$ cat src/rtl/instr_sequencer_pkg.sv
// Shared definitions for the 4004 machine-cycle sequencer and the decoder:
// sub-state encodings, opcode (opr) values and the two-cycle predicate.
package instr_sequencer_pkg;

  typedef enum logic [2:0] {
    CYC_A1 = 3'd0,
    CYC_A2 = 3'd1,
    CYC_A3 = 3'd2,
    CYC_M1 = 3'd3,
    CYC_M2 = 3'd4,
    CYC_X1 = 3'd5,
    CYC_X2 = 3'd6,
    CYC_X3 = 3'd7
  } cycle_e;

  localparam logic [3:0] OPR_JCN = 4'h1;
  localparam logic [3:0] OPR_FIM = 4'h2;  // FIM when opa[0]=0, SRC otherwise
  localparam logic [3:0] OPR_FIN = 4'h3;  // FIN when opa[0]=0, JIN otherwise
  localparam logic [3:0] OPR_JUN = 4'h4;
  localparam logic [3:0] OPR_JMS = 4'h5;
  localparam logic [3:0] OPR_ISZ = 4'h7;
  localparam logic [3:0] OPR_BBL = 4'hC;

  // True when the instruction occupies two machine cycles.
  function automatic logic isTwoCycle(input logic [3:0] oprV, input logic [3:0] opaV);
    logic two;
    case (oprV)
      OPR_JCN, OPR_JUN, OPR_JMS, OPR_ISZ: two = 1'b1;
      OPR_FIM, OPR_FIN:                   two = ~opaV[0];
      default:                            two = 1'b0;
    endcase
    return two;
  endfunction

  // FIN fetches its second word from the page of pc at the register-pair offset.
  function automatic logic isFin(input logic [3:0] oprV, input logic [3:0] opaV);
    return (oprV == OPR_FIN) && (opaV[0] == 1'b0);
  endfunction

endpackage

$ cat src/rtl/instr_sequencer_if.sv
// ROM port of the sequencer: address nibbles out, read strobe out, data nibble in.
interface instr_sequencer_if;
  logic [3:0] romAddr;
  logic       romRe;
  logic [3:0] romData;

  modport master (output romAddr, output romRe, input romData);
  modport slave  (input romAddr, input romRe, output romData);
endinterface

$ cat src/rtl/instr_sequencer_pc_stack.sv
// Circular return-address store for JMS/BBL. Overflow overwrites the oldest
// entry and underflow simply returns whatever the addressed entry holds.
module pc_stack #(
  parameter int DEPTH = 3
) (
  input  logic        clk,
  input  logic        rstN,
  input  logic        push,
  input  logic        pop,
  input  logic [11:0] pushData,
  output logic [11:0] popData
);
  localparam int SpW = (DEPTH > 1) ? $clog2(DEPTH) : 1;

  logic [SpW-1:0] spR;
  logic [SpW-1:0] spIncS;
  logic [SpW-1:0] spDecS;
  logic [11:0]    entryR [DEPTH];

  // Modulo-DEPTH neighbours of the stack pointer.
  always_comb begin
    if (spR == SpW'(DEPTH - 1)) begin
      spIncS = '0;
    end else begin
      spIncS = spR + SpW'(1);
    end
    if (spR == '0) begin
      spDecS = SpW'(DEPTH - 1);
    end else begin
      spDecS = spR - SpW'(1);
    end
  end

  // A pop reads the entry below the pointer in the same cycle it moves there.
  assign popData = entryR[spDecS];

  // Pointer and entry storage; push writes at sp, pop only moves sp.
  always_ff @(posedge clk or negedge rstN) begin
    if (!rstN) begin
      spR <= '0;
      for (int i = 0; i < DEPTH; i++) begin
        entryR[i] <= 12'd0;
      end
    end else if (push) begin
      entryR[spR] <= pushData;
      spR         <= spIncS;
    end else if (pop) begin
      spR <= spDecS;
    end else begin
      spR <= spR;
    end
  end

endmodule

$ cat src/rtl/instr_sequencer.sv
// 4004 machine-cycle sequencer: sub-state counter, ROM address nibbles,
// opcode/second-word latches, program counter and jump/call/return resolution.
module instr_sequencer
  import instr_sequencer_pkg::*;
#(
  parameter int STACK_DEPTH = 3
) (
  input  logic              clk,
  input  logic              rstN,
  input  logic              stepEn,
  instr_sequencer_if.master rom,
  input  logic              ccIn,
  input  logic              iszNonZero,
  input  logic [7:0]        pairIn,
  output logic [2:0]        cycle,
  output logic              sync,
  output logic [3:0]        opr,
  output logic [3:0]        opa,
  output logic [7:0]        word2,
  output logic              secondCycle,
  output logic              instrDone,
  output logic [11:0]       pc
);

  cycle_e      cycleR;
  cycle_e      cycleNextS;
  logic        secondCycleR;
  logic        secondNextS;
  logic        finalS;
  logic        retireS;
  logic        finCycleS;
  logic [3:0]  oprR;
  logic [3:0]  oprNextS;
  logic [3:0]  opaR;
  logic [3:0]  opaNextS;
  logic [7:0]  word2R;
  logic [7:0]  word2NextS;
  logic [11:0] pcR;
  logic [11:0] pcNextS;
  logic [11:0] popDataS;
  logic [11:0] addrS;
  logic        pushS;
  logic        popS;
  logic        syncR;
  logic        syncNextS;
  logic        romReR;
  logic        romReNextS;
  logic        instrDoneR;
  logic        instrDoneNextS;
  logic [3:0]  romAddrR;
  logic [3:0]  romAddrNextS;

  // The current machine cycle ends the instruction unless it is the first of two.
  assign finalS    = secondCycleR | ~isTwoCycle(oprR, opaR);
  assign finCycleS = secondCycleR & isFin(oprR, opaR);

  pc_stack #(.DEPTH(STACK_DEPTH)) uStack (
    .clk      (clk),
    .rstN     (rstN),
    .push     (pushS),
    .pop      (popS),
    .pushData (pcR),
    .popData  (popDataS)
  );

  // Sub-state register.
  always_ff @(posedge clk or negedge rstN) begin
    if (!rstN) begin
      cycleR       <= CYC_A1;
      secondCycleR <= 1'b0;
    end else begin
      cycleR       <= cycleNextS;
      secondCycleR <= secondNextS;
    end
  end

  // Next sub-state: free-running except at an instruction boundary without stepEn.
  always_comb begin
    cycleNextS  = cycleR;
    secondNextS = secondCycleR;
    retireS     = 1'b0;
    if (cycleR == CYC_X3) begin
      if (!finalS) begin
        cycleNextS  = CYC_A1;
        secondNextS = 1'b1;
      end else if (stepEn) begin
        cycleNextS  = CYC_A1;
        secondNextS = 1'b0;
        retireS     = 1'b1;
      end else begin
        cycleNextS  = CYC_X3;
        secondNextS = secondCycleR;
      end
    end else begin
      cycleNextS  = cycle_e'(cycleR + 3'd1);
      secondNextS = secondCycleR;
    end
  end

  // Next port values, computed from the upcoming sub-state so they register cleanly.
  always_comb begin
    syncNextS      = (cycleNextS == CYC_X3);
    romReNextS     = (cycleNextS == CYC_M1) || (cycleNextS == CYC_M2);
    instrDoneNextS = (cycleR == CYC_X2) && finalS;
    if (secondNextS && isFin(oprNextS, opaNextS)) begin
      addrS = {pcNextS[11:8], pairIn};
    end else begin
      addrS = pcNextS;
    end
    case (cycleNextS)
      CYC_A1:  romAddrNextS = addrS[3:0];
      CYC_A2:  romAddrNextS = addrS[7:4];
      CYC_A3:  romAddrNextS = addrS[11:8];
      default: romAddrNextS = 4'd0;
    endcase
  end

  // Registered port outputs.
  always_ff @(posedge clk or negedge rstN) begin
    if (!rstN) begin
      syncR      <= 1'b0;
      romReR     <= 1'b0;
      instrDoneR <= 1'b0;
      romAddrR   <= 4'd0;
    end else begin
      syncR      <= syncNextS;
      romReR     <= romReNextS;
      instrDoneR <= instrDoneNextS;
      romAddrR   <= romAddrNextS;
    end
  end

  // Opcode/word2 capture, pc increment and the X3 jump/call/return resolution.
  always_comb begin
    oprNextS   = oprR;
    opaNextS   = opaR;
    word2NextS = word2R;
    pcNextS    = pcR;
    pushS      = 1'b0;
    popS       = 1'b0;
    case (cycleR)
      CYC_M1: begin
        if (secondCycleR) begin
          word2NextS[7:4] = rom.romData;
        end else begin
          oprNextS = rom.romData;
        end
      end
      CYC_M2: begin
        if (secondCycleR) begin
          word2NextS[3:0] = rom.romData;
        end else begin
          opaNextS = rom.romData;
        end
        if (finCycleS) begin
          pcNextS = pcR;
        end else begin
          pcNextS = pcR + 12'd1;
        end
      end
      CYC_X3: begin
        if (retireS) begin
          case (oprR)
            OPR_JUN: pcNextS = {opaR, word2R};
            OPR_JMS: begin
              pushS   = 1'b1;
              pcNextS = {opaR, word2R};
            end
            OPR_JCN: pcNextS = ccIn ? {pcR[11:8], word2R} : pcR;
            OPR_ISZ: pcNextS = iszNonZero ? {pcR[11:8], word2R} : pcR;
            OPR_FIN: pcNextS = opaR[0] ? {pcR[11:8], pairIn} : pcR;
            OPR_BBL: begin
              popS    = 1'b1;
              pcNextS = popDataS;
            end
            default: pcNextS = pcR;
          endcase
        end else begin
          pcNextS = pcR;
        end
      end
      default: pcNextS = pcR;
    endcase
  end

  // Datapath registers.
  always_ff @(posedge clk or negedge rstN) begin
    if (!rstN) begin
      oprR   <= 4'd0;
      opaR   <= 4'd0;
      word2R <= 8'd0;
      pcR    <= 12'd0;
    end else begin
      oprR   <= oprNextS;
      opaR   <= opaNextS;
      word2R <= word2NextS;
      pcR    <= pcNextS;
    end
  end

  assign cycle       = cycleR;
  assign sync        = syncR;
  assign opr         = oprR;
  assign opa         = opaR;
  assign word2       = word2R;
  assign secondCycle = secondCycleR;
  assign instrDone   = instrDoneR;
  assign pc          = pcR;
  assign rom.romAddr = romAddrR;
  assign rom.romRe   = romReR;

endmodule

$ cat src/flat_wrapper.sv
// flat-port wrapper written by rule: the top's interface ports become plain ports
module instr_sequencer_flat import instr_sequencer_pkg::*;
#(
  parameter int STACK_DEPTH = 3
)
  (clk, rstN, stepEn, ccIn, iszNonZero, pairIn, cycle, sync, opr, opa, word2, secondCycle, instrDone, pc, rom_romAddr, rom_romRe, rom_romData);
  instr_sequencer_if rom_i ();
  input  logic clk;
  input  logic rstN;
  input  logic stepEn;
  input  logic ccIn;
  input  logic iszNonZero;
  input  logic [7:0] pairIn;
  output logic [2:0] cycle;
  output logic sync;
  output logic [3:0] opr;
  output logic [3:0] opa;
  output logic [7:0] word2;
  output logic secondCycle;
  output logic instrDone;
  output logic [11:0] pc;
  output wire logic [$bits(rom_i.romAddr)-1:0] rom_romAddr;
  output wire logic [$bits(rom_i.romRe)-1:0] rom_romRe;
  input wire logic [$bits(rom_i.romData)-1:0] rom_romData;
  assign rom_romAddr = rom_i.romAddr;
  assign rom_romRe = rom_i.romRe;
  assign rom_i.romData = rom_romData;
  instr_sequencer #(.STACK_DEPTH(STACK_DEPTH)) u_core (.clk(clk), .rstN(rstN), .stepEn(stepEn), .rom(rom_i), .ccIn(ccIn), .iszNonZero(iszNonZero), .pairIn(pairIn), .cycle(cycle), .sync(sync), .opr(opr), .opa(opa), .word2(word2), .secondCycle(secondCycle), .instrDone(instrDone), .pc(pc));
endmodule
$ cat config.mk
export PLATFORM = sky130hd
export DESIGN_NAME = instr_sequencer_flat
export DESIGN_NICKNAME = d
export VERILOG_FILES = /design/src/rtl/instr_sequencer_pkg.sv /design/src/rtl/instr_sequencer_if.sv /design/src/rtl/instr_sequencer_pc_stack.sv /design/src/rtl/instr_sequencer.sv /design/src/flat_wrapper.sv
export SDC_FILE = /design/constraint.sdc
export NUM_CORES = 1
export LEC_CHECK = 0
export BUFFER_PORTS_ARGS = -buffer_cell sky130_fd_sc_hd__buf_2
export CAP_MARGIN = 30
export CORE_MARGIN = 2
export CORE_UTILIZATION = 41
export DETAILED_ROUTE_END_ITERATION = 16
export PLACE_DENSITY = 0.61
export SETUP_SLACK_MARGIN = 0.1
export SLEW_MARGIN = 20
export SYNTH_ARGS = -nofsm -noshare
export SYNTH_HDL_FRONTEND = slang
export SYNTH_SLANG_ARGS = --single-unit
$ cat constraint.sdc
create_clock -name clk -period 7.5 [get_ports clk]
set_input_delay 1.5 -clock clk [delete_from_list [all_inputs] [get_ports clk]]
set_output_delay 1.5 -clock clk [all_outputs]
set_load 0.02 [all_outputs]
# After elaboration in Yosys (flattened, before gate mapping)
# Cells that the tools add are included.
[totals]
word_cells = 103
in_bits = 17
output_inout_bits = 39
regBits = 77
[classes]
addsub = 4
n_bitwise = 8
n_mux = 39
reduce_logical = 15
n_eq_ne = 18
n_lt_le_gt_ge = 3
[op_table]
columns = ["operator", "count"]
rows = [
  ["two-way mux 12 bit", 5],
  ["case mux 12 bit (5 select lines)", 1],
  ["bitwise mux 36 bit", 1],
  ["two-way mux 8 bit", 4],
  ["binary-select mux 12 bit (select 2 bit)", 1],
  ["demux 12 bit (select 2 bit)", 1],
  ["case mux 12 bit (2 select lines)", 1],
  ["== test 3 bit, second input constant", 5],
  ["two-way mux 1 bit", 14],
  ["adder 12 x 1 -> 12 bit, second input constant", 1],
  ["== test 4 x 2 -> 1 bit, second input constant", 3],
  ["== test 4 x 3 -> 1 bit, second input constant", 3],
  ["case mux 4 bit (3 select lines)", 1],
  ["== test 3 x 2 -> 1 bit, second input constant", 3],
  ["two-way mux 3 bit", 3],
  ["two-way mux 2 bit", 4],
  ["two-way mux 4 bit", 2],
  ["greater-or-equal comparator 3 bit, second input constant", 2],
  ["NOT 2 -> 3 bit", 2],
  ["AND reduction 2 bit", 3],
  ["logical AND 1 bit", 5],
  ["== test 4 x 1 -> 1 bit, second input constant", 1],
  ["== test 4 bit, second input constant", 1],
  ["NOT 1 bit", 4],
  ["15 further kinds", 16],
]

# Longest topological paths before layout
[depth]
depth_word = 11
mapped_depth = 11
mapped_depth_nobuf = 9

# Modules after synthesis
# From an unflattened synthesis, not the netlist that was laid out.
[unflattened]
cells_unflattened = 404
hier_area_um2 = 4559.4
[modules_own_cells]
columns = ["mod", "cells_each", "area_per_inst_um2", "instances", "seq_area_each_um2"]
rows = [
  ["instr_sequencer", 280, 2635.0, 1, 975.9],
  ["pc_stack", 124, 1924.3, 1, 950.9],
]

# Worst setup path before layout
# Ideal clock, no wire load.
[synth_timing]
path_kind = "in2reg"
startpoint = "in iszNonZero"
endpoint = "reg u_core.romAddrR[3] (netlist: u_core.rom.romAddr[3])"
path_stages = 7
setup_ps = 126
path_slack_ps = 4405
n_path_buf = 0
t_arrival_ps = 2969
required_time_ps = 7374
cell_sequence = "and3b_1 -> o21ai_0 -> nand2_1 -> a221oi_1 -> o211ai_1 -> mux2_2 -> a221o_1"
[synth_via]
elab_chain_cells = 6
[synth_lines]
columns = ["item", "line_no", "source"]
rows = [
  ["from (decl)", "flat_wrapper.sv:12", "input logic iszNonZero;"],
  ["two-way mux 8 bit", "instr_sequencer.sv:170", "OPR_ISZ: pcNextS = iszNonZero ? {pcR[11:8], word2R} : pcR;"],
  ["case mux 12 bit (5 select lines)", "instr_sequencer.sv:163", "case (oprR)"],
  ["two-way mux 12 bit", "instr_sequencer.sv:162", "if (retireS) begin"],
  ["case mux 12 bit (2 select lines)", "instr_sequencer.sv:141", "case (cycleR)"],
  ["named net u_core.pcNextS[3]", "instr_sequencer.sv:39", "logic [11:0] pcNextS;"],
  ["two-way mux 8 bit", "instr_sequencer.sv:105", "if (secondNextS && isFin(oprNextS, opaNextS)) begin"],
  ["case mux 4 bit (3 select lines)", "instr_sequencer.sv:110", "case (cycleNextS)"],
  ["named net u_core.romAddrNextS[3]", "instr_sequencer.sv:51", "logic [3:0] romAddrNextS;"],
  ["to (signal assigned)", "instr_sequencer.sv:129", "romAddrR <= romAddrNextS;"],
  ["to (decl)", "instr_sequencer.sv:50", "logic [3:0] romAddrR;"],
]
# The timed path passes the listed nets, and every way through them passes these cells.
# A chain may end at the register's enable or synchronous reset.

# Final worst setup path
# Ends and elaborated chain as after synthesis.

==> metrics.md <==
| Metric | Value |
|---|---|
| Worst setup EP type | `register` |
| Drt total wl | `between 10000 and 15000 um` |
| Vias in the first global route | `3450` |
| Rel. slew slack | `between 50% and 60%` |
| Post-CTS Resized | `0` |
| Area of the multi-input gates | `2400 um^2` |
| Worst EP arrival | `~3400 ps` |
| Crit path max-delay family | `compound AO/OA/AOI/OAI gates` |
| Core ar. | `roughly 11000 um^2` |
| Fraction of registers with async set/reset | `100%` |
| Startpoint class of the critical path | `input pin` |
| Mapped Nets | `between 400 and 500` |
| Skew final | `approximately 7.5 ps` |
| Clock Tree Root | `clkbuf_8` |
| Storage element area | `~1900 um^2` |
| RSZ-0062 raised after global routing | `no` |
| Die area | `11900 um^2` |
| Mean post-synth cell area | `10.5 um^2` |
| Crit path kind | `in -> reg` |
| Worst-path clk slew | `~80 ps` |
| DP HPWL | `roughly 9000 um` |
| Area Overhead vs Synth | `12.4%` |
| Initial Util | `41.9%` |
| R2r startpoint | `u_core.uStack.spR[0]` |
| Cell total after placement | `598` |
| First-iteration detailed-routing DRC count | `271` |
| IO buf count | `55` |
| Final-report setup violation count | `0` |
| EDFF count, synth | `0` |
| Detailed-route wire length per cell | `between 15 and 20 um` |
| CTS Buf Count | `9` |
| Die H | `roughly 110 um` |
| Number of diodes | `0` |
| Warnings from Yosys | `0` |
| # hold bufs at CTS | `0` |
| Worst slack, placed | `4030 ps` |
| Max clock buf depth | `2` |
| Flops & latches, synth | `77` |
| Gpl congestion | `around 0.9` |
| Hold Fails Final Rpt | `0` |
| CP max FO | `4` |
| Final Max Tran Viols | `0` |
| Total GRT Usage | `between 20% and 30%` |
| Finished Layout Cells | `about 600` |
| CP Buf/Inv Count | `1` |
| DRT Pass-1 Iters | `5` |
| Setup_tns | `0 ps` |
| Post-route ant nets | `0` |
| Worst-margin pin slew | `between 700 and 800 ps` |
| Largest net degree at the start of global routing | `approximately 80` |
| Drc violations | `0` |
| Total vias in the final route | `between 3k and 4k` |
| Fin crit share | `~42%` |
| Die width | `109 um` |
| Worst setup margin | `4340 ps` |
| Overflow after GRT | `0` |
| Cells after Synth | `between 400 and 500` |
| CTS tree | `done` |
| CP startpoint | `iszNonZero` |
| Via-per-instance ratio | `roughly 5.8` |
| IO Pins | `between 50 and 60` |
| Worst vdd ir | `0.292 mV` |
| Row cnt | `38` |
| Total setup buffers inserted after CTS | `0` |
| Layout cells sized above 1 | `~30%` |
| Worst hold margin | `around 480 ps` |
| Worst skew pair latency | `360 ps` |
| Leakage | `approximately 2.5 nW` |
| Peak Freq | `around 320 MHz` |
| Outcome | `finished, final reports clean` |
| Worst hold path type | `reg -> reg` |
| Mapped Area | `4520 um^2` |
| PD cells | `roughly 350 nW/um^2` |
| Synth cell types | `60` |
| Clock sink count | `77` |
| Hold path startpoint | `u_core.uStack.entryR[30]` |
| Total power | `between 1.5 and 2 mW` |
| Fin crit period | `3160 ps` |
| Req. time, crit path | `7760 ps` |
| Ys flop type | `dfrtp_1` |
| Register area share after synthesis | `42.6%` |
| CP Cell Sequence | `buf_2 -> and3b_1 -> o21ai_0 -> nand2_1 -> a221oi_1 -> o211ai_1 -> mux2_2 -> a221o_1` |
| Post-layout nets | `499` |
| H-tree depth | `3` |
| Initial antenna violation count | `0` |
| Critical-path top delay cell | `o21ai_0` |
| First-pass GRT wire length | `between 15000 and 20000 um` |
| CP max stage delay | `410 ps` |
| Fillers | `1006` |
| Maxcap violations | `0` |
cell families after synthesis:
kind of cell             after synthesis  share of synthesized area (%)
AND/OR/NAND/NOR                      121                           14.4
AO/OA/AOI/OAI                        115                           17.1
flip-flops                            77                           42.6
multiplexers                          65                           18.1
buffers and inverters                 38                           4.21
adder cells (fa/ha/maj)               12                           3.32
XOR/XNOR                               1                          0.194
final timing paths:
path,to,slack (ps),cells after the start
max,u_core.rom.romAddr[3],4340,8
min,u_core.uStack.entryR[30],480,2
max reg2reg,u_core.rom.romAddr[3],4420,9
min reg2reg,u_core.uStack.entryR[30],480,2
max in group asynchronous,u_core.uStack.spR[1],5850,1
min in group asynchronous,u_core.uStack.entryR[35],1170,1
registers in the layout (all words and copies together) (netlist names):
signal	flops
u_core.opa	4
u_core.uStack.spR	2
u_core.rom.romAddr	4
u_core.word2	8
u_core.cycle	3
u_core.instrDone	1
u_core.sync	1
u_core.rom.romRe	1
u_core.pc	12
u_core.uStack.entryR	36
u_core.secondCycle	1
u_core.opr	4
stage by stage:
step | area [um^2] | util [%]
2_1_floorplan | 4520 | -
3_3_place_gp | 4840 | 44.8
3_5_place_dp | 4840 | 44.8
4_1_cts | 5070 | 46.9
5_1_grt | 5080 | 47.1
6_report | 5080 | 47.1
synth_stat cells, drive strengths merged, types with 4 or more instances:
master | number | share of area, %
dfrtp | 77 | 43
nor2b | 5 | 0.86
a221oi | 4 | 0.77
nor2 | 24 | 2.4
a31oi | 4 | 0.55
nand2b | 6 | 0.83
inv | 10 | 0.83
ha | 12 | 3.3
clkbuf | 18 | 1.5
nor3b | 4 | 0.66
o21ai | 31 | 3.4
nand2 | 40 | 3.8
nor3 | 8 | 0.89
o2bb2ai | 4 | 0.77
buf | 10 | 1.9
mux2 | 62 | 17
nand4 | 7 | 0.97
nand3 | 6 | 0.66
a21boi | 4 | 0.66
a21oi | 21 | 2.3
a21o | 12 | 2.0
a22oi | 12 | 2.0
final cells by class:
cell class	instances	share of cell area, %
clock buffers	14	3.79
clock inverters	2	0.739
inverters	10	0.739
multi-input cells	314	47.3
flip-flops and latches	77	37.9
well taps	140	3.45
repair buffers	58	6.08
tightest hold or removal path: stages, from the launching register on:
cell and delay (ps):
dfrtp_1 340, nand2_1 50, o21ai_1 60
where the power goes:
part           total (mW)  internal [mW]  switching [mW]
clock network       0.360          0.199           0.160
logic               0.717          0.288           0.429
registers           0.689          0.511           0.179
total                1.77          0.998           0.768
placed cells by master (no fill, tap or decap), drive strengths merged, types with 5 or more instances in the layout:
master  count
nor2       24
nor3        8
nand2      40
nor2b       5
dfrtp      77
inv        10
o21ai      31
ha         12
clkbuf     14
nand3       6
a21oi      21
nand4       7
buf        57
mux2       62
a22oi      12
a21o       12
nand2b      6
metal layers:
metal	share of wire [%]	GRT usage, %	routed length (um)
met5	0	0	0
met4	3.4	10.2	418
met3	6.3	5.38	772
met2	46	32.9	5600
met1	45	29.9	5450
Note: power is estimated with default switching activity, not from simulation.
